<file path="src/rtl/hack_pkg.sv">
// Shared definitions for the serial memory responder: opcodes, field widths
// and the frame-decoder state type.
package hack_pkg;
   localparam int WORD_W = 16;
   localparam int CMD_W  = 8;
   localparam int CNT_W  = $clog2(WORD_W);

   localparam logic [CMD_W-1:0] OP_READ  = 8'h03;
   localparam logic [CMD_W-1:0] OP_WRITE = 8'h02;

   typedef enum logic [2:0] {
      ST_IDLE,
      ST_CMD,
      ST_ADDR,
      ST_RDATA,
      ST_WDATA,
      ST_IGNORE
   } spi_state_t;
endpackage

</file>
<file path="src/rtl/spi_mem_array.sv">
// Single-port word RAM with a one-cycle registered read (read-before-write).
module spi_mem_array
   import hack_pkg::*;
#(
   parameter int ADDR_W = 8
) (
   input  logic              clk,
   input  logic              we,
   input  logic [ADDR_W-1:0] addr,
   input  logic [WORD_W-1:0] wdata,
   output logic [WORD_W-1:0] rdata
);
   logic [WORD_W-1:0] r_mem [2**ADDR_W];
   logic [WORD_W-1:0] r_rdata;

   always_ff @(posedge clk) begin
      if (we)
         r_mem[addr] <= wdata;
      r_rdata <= r_mem[addr];
   end

   assign rdata = r_rdata;
endmodule

</file>
<file path="src/rtl/spi_mem_responder.sv">
// SPI mode-0 slave decoding READ/WRITE frames (opcode, 16-bit address,
// sequential 16-bit data words) against an internal word RAM.
module spi_mem_responder
   import hack_pkg::*;
#(
   parameter int ADDR_W = 8
) (
   input  logic clk,
   input  logic resetb,
   input  logic csb_i,
   input  logic sclk_i,
   input  logic mosi_i,
   output logic miso_o,
   output logic cmd_err_o
);
   logic r_csb_q, r_csb_qq, r_sclk_q, r_sclk_qq, r_mosi_q;
   logic w_rise, w_fall;

   spi_state_t        r_state, w_state_next;
   logic [CNT_W-1:0]  r_cnt, w_cnt_next;
   logic [WORD_W-1:0] r_shift, w_shift_next, w_shift_in;
   logic [ADDR_W-1:0] r_addr, w_addr_next;
   logic              r_is_read, w_is_read_next;
   logic              r_rd_pend, w_rd_pend_next;
   logic              r_load, w_load_next;
   logic              r_miso, w_miso_next;
   logic              r_cmd_err, w_cmd_err_next;

   logic              w_ram_we;
   logic [ADDR_W-1:0] w_ram_addr;
   logic [WORD_W-1:0] w_ram_rdata;

   assign w_rise     = r_sclk_q & ~r_sclk_qq;
   assign w_fall     = ~r_sclk_q & r_sclk_qq;
   assign w_shift_in = {r_shift[WORD_W-2:0], r_mosi_q};

   spi_mem_array #(.ADDR_W(ADDR_W)) u_array (
      .clk   (clk),
      .we    (w_ram_we),
      .addr  (w_ram_addr),
      .wdata (w_shift_in),
      .rdata (w_ram_rdata)
   );

   always_comb begin
      w_state_next   = r_state;
      w_cnt_next     = r_cnt;
      w_shift_next   = r_shift;
      w_addr_next    = r_addr;
      w_is_read_next = r_is_read;
      w_rd_pend_next = r_rd_pend;
      w_load_next    = 1'b0;
      w_miso_next    = 1'b0;
      w_cmd_err_next = 1'b0;
      w_ram_we       = 1'b0;
      w_ram_addr     = r_addr;

      // RAM data arrives the cycle after a read is issued; no sclk edge can land here.
      if (r_load)
         w_shift_next = w_ram_rdata;

      if (r_csb_q) begin
         w_state_next   = ST_IDLE;
         w_cnt_next     = '0;
         w_rd_pend_next = 1'b0;
      end else begin
         case (r_state)
            ST_IDLE: begin
               if (r_csb_qq) begin
                  w_state_next = ST_CMD;
                  w_cnt_next   = '0;
               end
            end
            ST_CMD: begin
               if (w_rise) begin
                  w_shift_next = w_shift_in;
                  w_cnt_next   = r_cnt + 1'b1;
                  if (r_cnt == CNT_W'(CMD_W - 1)) begin
                     w_cnt_next = '0;
                     if (w_shift_in[CMD_W-1:0] == OP_READ || w_shift_in[CMD_W-1:0] == OP_WRITE) begin
                        w_state_next   = ST_ADDR;
                        w_is_read_next = (w_shift_in[CMD_W-1:0] == OP_READ);
                     end else begin
                        w_state_next   = ST_IGNORE;
                        w_cmd_err_next = 1'b1;
                     end
                  end
               end
            end
            ST_ADDR: begin
               if (w_rise) begin
                  w_shift_next = w_shift_in;
                  w_cnt_next   = r_cnt + 1'b1;
                  if (r_cnt == CNT_W'(WORD_W - 1)) begin
                     w_cnt_next  = '0;
                     w_addr_next = w_shift_in[ADDR_W-1:0];
                     if (r_is_read) begin
                        w_state_next = ST_RDATA;
                        w_ram_addr   = w_shift_in[ADDR_W-1:0];
                        w_load_next  = 1'b1;
                     end else begin
                        w_state_next = ST_WDATA;
                     end
                  end
               end
            end
            ST_RDATA: begin
               w_miso_next = r_miso;
               if (w_fall) begin
                  w_miso_next  = r_shift[WORD_W-1];
                  w_shift_next = {r_shift[WORD_W-2:0], 1'b0};
                  w_cnt_next   = r_cnt + 1'b1;
                  if (r_cnt == CNT_W'(WORD_W - 1)) begin
                     w_cnt_next     = '0;
                     w_addr_next    = r_addr + ADDR_W'(1);
                     w_rd_pend_next = 1'b1;
                  end
               end else if (w_rise && r_rd_pend) begin
                  w_rd_pend_next = 1'b0;
                  w_load_next    = 1'b1;
               end
            end
            ST_WDATA: begin
               if (w_rise) begin
                  w_shift_next = w_shift_in;
                  w_cnt_next   = r_cnt + 1'b1;
                  if (r_cnt == CNT_W'(WORD_W - 1)) begin
                     w_cnt_next  = '0;
                     w_ram_we    = 1'b1;
                     w_addr_next = r_addr + ADDR_W'(1);
                  end
               end
            end
            default: ;
         endcase
      end
   end

   // Select registers clear low so a frame only starts after csb is seen high then low.
   always_ff @(posedge clk) begin
      if (!resetb) begin
         r_csb_q   <= 1'b0;
         r_csb_qq  <= 1'b0;
         r_sclk_q  <= 1'b0;
         r_sclk_qq <= 1'b0;
         r_mosi_q  <= 1'b0;
         r_state   <= ST_IDLE;
         r_cnt     <= '0;
         r_shift   <= '0;
         r_addr    <= '0;
         r_is_read <= 1'b0;
         r_rd_pend <= 1'b0;
         r_load    <= 1'b0;
         r_miso    <= 1'b0;
         r_cmd_err <= 1'b0;
      end else begin
         r_csb_q   <= csb_i;
         r_csb_qq  <= r_csb_q;
         r_sclk_q  <= sclk_i;
         r_sclk_qq <= r_sclk_q;
         r_mosi_q  <= mosi_i;
         r_state   <= w_state_next;
         r_cnt     <= w_cnt_next;
         r_shift   <= w_shift_next;
         r_addr    <= w_addr_next;
         r_is_read <= w_is_read_next;
         r_rd_pend <= w_rd_pend_next;
         r_load    <= w_load_next;
         r_miso    <= w_miso_next;
         r_cmd_err <= w_cmd_err_next;
      end
   end

   assign miso_o    = r_miso;
   assign cmd_err_o = r_cmd_err;
endmodule

</file>
<file path="config.mk">
export PLATFORM = sky130hd
export DESIGN_NAME = spi_mem_responder
export DESIGN_NICKNAME = d
export VERILOG_FILES = /design/src/rtl/hack_pkg.sv /design/src/rtl/spi_mem_array.sv /design/src/rtl/spi_mem_responder.sv
export SDC_FILE = /design/constraint.sdc
export NUM_CORES = 2
export LEC_CHECK = 0
export BUFFER_PORTS_ARGS = -buffer_cell sky130_fd_sc_hd__buf_2
export CAP_MARGIN = 15
export CORE_MARGIN = 10
export CORE_UTILIZATION = 46
export DETAILED_ROUTE_END_ITERATION = 7
export SKIP_CTS_REPAIR_TIMING = 1
export SYNTH_ARGS = -nofsm -noshare
export SYNTH_HDL_FRONTEND = slang
export SYNTH_HIERARCHICAL = 1
export SYNTH_SLANG_ARGS = --single-unit
export TNS_END_PERCENT = 30
</file>
<file path="constraint.sdc">
create_clock -name clk -period 10.2 [get_ports clk]
set_input_delay 0.51 -clock clk [delete_from_list [all_inputs] [get_ports clk]]
set_output_delay 0.51 -clock clk [all_outputs]
set_load 0.1 [all_outputs]
</file>
# ---- Word-level counts from Yosys, hierarchy flattened
# Memories as Yosys holds them, arrays and structs flattened. A register that Yosys moved wholly into a read port is not among the register bits.
# Index checks and enable logic that the tools add are counted.
dict set report op_classes {
  n_addsub 2
  n_eq_ne 17
  reduce_logical 17
  bitwise 10
  mux 47
}
# cell n
set ops {}
lappend ops {{two-way mux 8 bit} 10}
lappend ops {{two-way mux 16 bit} 4}
lappend ops {{one-hot mux 16 bit (2 select lines)} 1}
lappend ops {{two-way mux 4 bit} 6}
lappend ops {{one-hot mux 8 bit (3 select lines)} 1}
lappend ops {{two-way mux 3 bit} 7}
lappend ops {{== test 8 x 2 -> 1 bit, second input constant} 2}
lappend ops {{one-hot mux 4 bit (4 select lines)} 1}
lappend ops {{two-way mux 1 bit} 15}
lappend ops {{inequality test 2 bit, second input constant} 7}
lappend ops {{AND reduction 6 bit} 2}
lappend ops {{AND reduction 5 bit} 2}
lappend ops {{one-hot mux 3 bit (3 select lines)} 1}
lappend ops {{adder 8 x 1 -> 8 bit, second input constant} 1}
lappend ops {{inverter 1 bit} 8}
lappend ops {{== test 3 x 2 -> 1 bit, second input constant} 2}
lappend ops {{nonzero test 3 bit} 2}
lappend ops {{OR reduction 3 bit} 2}
lappend ops {{OR reduction 5 bit} 1}
lappend ops {{adder 4 x 1 -> 4 bit, second input constant} 1}
lappend ops {{== test 4 x 3 -> 1 bit, second input constant} 1}
lappend ops {{== test 4 bit, second input constant} 1}
lappend ops {{inequality test 2 x 1 -> 1 bit, second input constant} 2}
lappend ops {{nonzero test 4 bit} 1}
lappend ops {{other kinds (10)} 12}
dict set report word_totals {
  output_inout_bits 2
  mem_count 1
  regBits 41
  input_bits 5
  mem_bits_rw 4096
  word_cells 108
}
# memory depth word_bits rd rd_clocked_by_memory_dff write_ports line_no
set mem_list {}
lappend mem_list {u_array.r_mem 256 16 1 1 1 spi_mem_array.sv:13} ;# logic [WORD_W-1:0] r_mem [2**ADDR_W];

# ---- Depth between registers and ports, before layout
dict set report depth {
  depth_word 7
  mapped_depth 14
  depth_no_buf 9
}

# ---- Modules after synthesis
# The synthesis kept the hierarchy.
# module instances cells_per_inst area_each_um2 seq_area_each_um2
set modules_own_cells {}
lappend modules_own_cells {spi_mem_array 1 6727 155399.0 123318.3}
lappend modules_own_cells {spi_mem_responder 1 251 2238.4 820.8}

# ---- Worst setup path after synthesis
# Ideal clock, no wire load.
dict set report synth_timing {
  path_type {flip-flop to flip-flop}
  from {register r_mosi_q}
  to {memory u_array.r_mem[145][0], enable pin}
  period_less_slack_ps 6738
  path_buffers 5
  setup_ps 409
  t_arrival_ps 6329
  setup_slack_ps 3462
  t_required_ps 9791
  stages_incl_launch_ff 9
  path_cell_list {dfxtp_1 mux2_2 clkbuf_1 buf_6 clkbuf_1 buf_2 nand2b_1 clkbuf_1 nor3_1}
}
dict set report synth_via {
  elab_chain_len 5
}
# item line_no
set synth_rtl {}
lappend synth_rtl {{start: declaration} spi_mem_responder.sv:16} ;# logic r_csb_q, r_csb_qq, r_sclk_q, r_sclk_qq, r_mosi_q;
lappend synth_rtl {{start signal: assignment} spi_mem_responder.sv:161} ;# r_mosi_q <= mosi_i;
lappend synth_rtl {{two-way mux 8 bit} spi_mem_responder.sv:97} ;# if (r_is_read) begin
lappend synth_rtl {{two-way mux 8 bit} spi_mem_responder.sv:94} ;# if (r_cnt == CNT_W'(WORD_W - 1)) begin
lappend synth_rtl {{two-way mux 8 bit} spi_mem_responder.sv:91} ;# if (w_rise) begin
lappend synth_rtl {{two-way mux 8 bit} spi_mem_responder.sv:67} ;# case (r_state)
lappend synth_rtl {{two-way mux 8 bit} spi_mem_responder.sv:62} ;# if (r_csb_q) begin
lappend synth_rtl {{named net w_ram_addr[0]} spi_mem_responder.sv:30} ;# logic [ADDR_W-1:0] w_ram_addr;
lappend synth_rtl {{end: declaration} spi_mem_array.sv:13}
# The timed path passes the listed nets, and every way through them passes these cells.

# ---- Worst setup path in the final report
dict set report layout_timing {
  from {register r_state[1]}
  to {register u_array.r_rdata[14], in the netlist u_array/rdata[14] (read register of u_array.r_mem)}
}
dict set report layout_via {
  elab_chain_len 3
}
# item line_no
set layout_rtl {}
lappend layout_rtl {{start: declaration} spi_mem_responder.sv:19} ;# spi_state_t r_state, w_state_next;
lappend layout_rtl {{start signal: assignment} spi_mem_responder.sv:162} ;# r_state <= w_state_next;
lappend layout_rtl {{== test 3 x 2 -> 1 bit} spi_mem_responder.sv:67}
lappend layout_rtl {{two-way mux 8 bit} spi_mem_responder.sv:67}
lappend layout_rtl {{two-way mux 8 bit} spi_mem_responder.sv:62}
lappend layout_rtl {{named net w_ram_addr[0]} spi_mem_responder.sv:30}
lappend layout_rtl {{end: declaration} spi_mem_array.sv:14} ;# logic [WORD_W-1:0] r_rdata;
# The timed path passes the listed nets, and every way through them passes these cells.
# A chain may end at the register's enable or synchronous reset.

==> qor.yml <==
drt_wl_total_um: 411000
h-tree-depth: 5
min_from: "sclk_i"
postSynth.asyncResetShare: 0
fin_crit_sh: 0.670
outcome: "complete, but fails checks"
skew_ns: 0.0626
areaGrowthSynthToFinish_pct: 13.3
dp_slack_ns: 3.14
yosysWarnings: 6
fmax_mhz: 146
rsz0062_at_grt: "false"
wire_per_inst_um: 33.5
viasPerCell: 6.29
hold_violations: 0
violations: "DRC"
die_h_um: 605
synth_top_area_frac: 0.780
postRouteAntennaNets: 0
crit_required_ns: 11.01
dpl.hpwl_um: 227000
critPathLaunchType: "register"
drcViolationCount: 2
reg2reg_from: "r_state[1]"
ys_ff_latch: 4153
synth_cell_type_count: 60
worst_pin_slew_ns: 1.49
cellLeakagePower_nw: 52.2
fillers: 26100
cp-end-kind: "register"
slew_viol_final: 0
grt_max_degree: 211
netlist_area_sq_um: 158000
dieWidth_um: 605
setup_viol: 0
synth_edf_count: 4096
fin_util: 0.525
drv_cap: 0
grt_pass1_wl_um: 587000
mostFrequentLayoutCell: "edfxtp_1"
first_global_vias: 76900
yosys.area.top_type: "edfxtp_1"
clock_path_buffers: 4
cts_root_buf: "clkbuf_16"
clk_pin_slew_ns: 0.06
final.setup.worst_slack_ns: 3.37
numCtsBuffers: 418
core_area_sq_um: 341000
synthFlopType: "edfxtp_1"
io_pins: 7
seq_area_frac_synth: 0.787
drive_above_1_share: 0.278
tns_ns: 0
vias: 77200
final_cell_mix: "edfxtp_1, mux4_2, a22oi_1"
slew_headroom: 0.00684
syn_inst: 6978
drt_iter0_markers: 9538
syn_nets: 6985
cp.arrival_ns: 7.65
crit_start: "r_state[1]"
period_needed_ns: 6.83
dieArea_sq_um: 367000
tritoncts: "yes"
synth.avg_cell_area_sq_um: 22.6
crit_fanout: 55
synth_area_leaders: "edfxtp_1, mux4_2, a22oi_1"
io_buffers: 6
nets: 7375
firstDrtPassIters: 8
gp_congestion: 0.786
clk_latency_ns: 0.99
rows: 214
hold_class: "in -> reg"
start_util: 0.463
ir_worst_vdd_v: 0.000141
antenna_found_initial: 20
cts_sinks: 4153
power.density_nw_per_um2: 187
grt.overflow.total: 0
crit_type: "reg -> reg"
track_usage: 0.221
-- through the flow --
stage / total power, mW / cell area (sq um) / cells / hold slack (ns)
floorplan: 18.9 / 158000 / 6978 / 0.449
global placement: 18.9 / 165000 / 11500 / 0.487
detailed placement: 18.9 / 165000 / 11500 / 0.494
CTS: 33.7 / 178000 / 12200 / -0.285
global route: 34.4 / 179000 / 12300 / 0.442
finish: 33.5 / 179000 / 12300 / 0.429
-- synth_stat cells, types with 19 or more instances --
cell type	n
edfxtp_1	4096
mux4_2	1024
a22oi_1	512
a21oi_1	271
clkbuf_1	253
nor2_1	252
buf_2	81
o41ai_1	64
dfxtp_1	57
buf_1	54
nand2_1	49
nor3_1	33
buf_6	25
buf_4	19
nand4_1	19
-- logic make-up (layout without fill, tap and decap cells) --
group	after synthesis	after routing	share of synthesized area
flip-flops	4153	4153	0.787
other	0	14	0
XOR/XNOR	3	3	0.000167
adder cells (fa/ha/maj)	2	2	0.000159
AO/OA/AOI/OAI	902	902	0.0393
AND/OR/NAND/NOR	431	431	0.0122
buffers and inverters	437	1177	0.0127
multiplexers	1050	1050	0.148
-- final timing paths --
kind                                     endpoint  slack, ns  depth (start not counted)
worst min-delay path                     r_sclk_q       0.43                          3
worst min register to register           r_cnt[0]       0.51                          2
worst max register to register  u_array/rdata[14]       3.37                         12
worst max-delay path            u_array/rdata[14]       3.37                         12
-- metal layers --
layer / global-route usage / vias to the layer above / routed length (um)
met4: 0.0670 / 10 / 13600
met1: 0.318 / 42100 / 168000
li1: - / 30800 / -
met2: 0.345 / 3688 / 194000
met5: 0 / - / 57
met3: 0.0414 / 633 / 35200
-- flip-flops by register name, summed over array words and instances (netlist names), 3 cells and up --
| register | count |
|---|---|
| u_array/r_mem | 4096 |
| r_shift | 16 |
| u_array/rdata | 16 |
| r_addr | 8 |
| r_cnt | 4 |
| r_state | 3 |
-- power breakdown --
group          switching [mW]  internal (mW)
combinational          0.0350        0.00850
clock                    6.43           8.50
sequential            0.00948           18.5
total                    6.47           27.0
-- critical path, stage by stage, from the launching register on --
cell	delay, ns
dfxtp_1	0.62
nor2b_1	0.31
nand2_1	0.13
nor3_2	0.63
mux2_8	0.78
buf_4	0.76
buf_4	0.94
mux4_2	0.61
a22oi_1	0.33
a21oi_1	0.22
o41ai_1	0.91
buf_4	0.25
nand4_1	0.08
-- layout make-up --
class	instances	area, sq um	share of cell area
inverter	5	18.8	0.000105
multi-input combinational	2388	32000	0.179
sequential	4153	124000	0.695
clock inverter	264	2350	0.0132
timing repair buffer	402	3380	0.0189
antenna	14	35.0	0.000196
clock buffer	506	10900	0.0612
tap	4536	5680	0.0318
(Power assumes the default switching activity.)
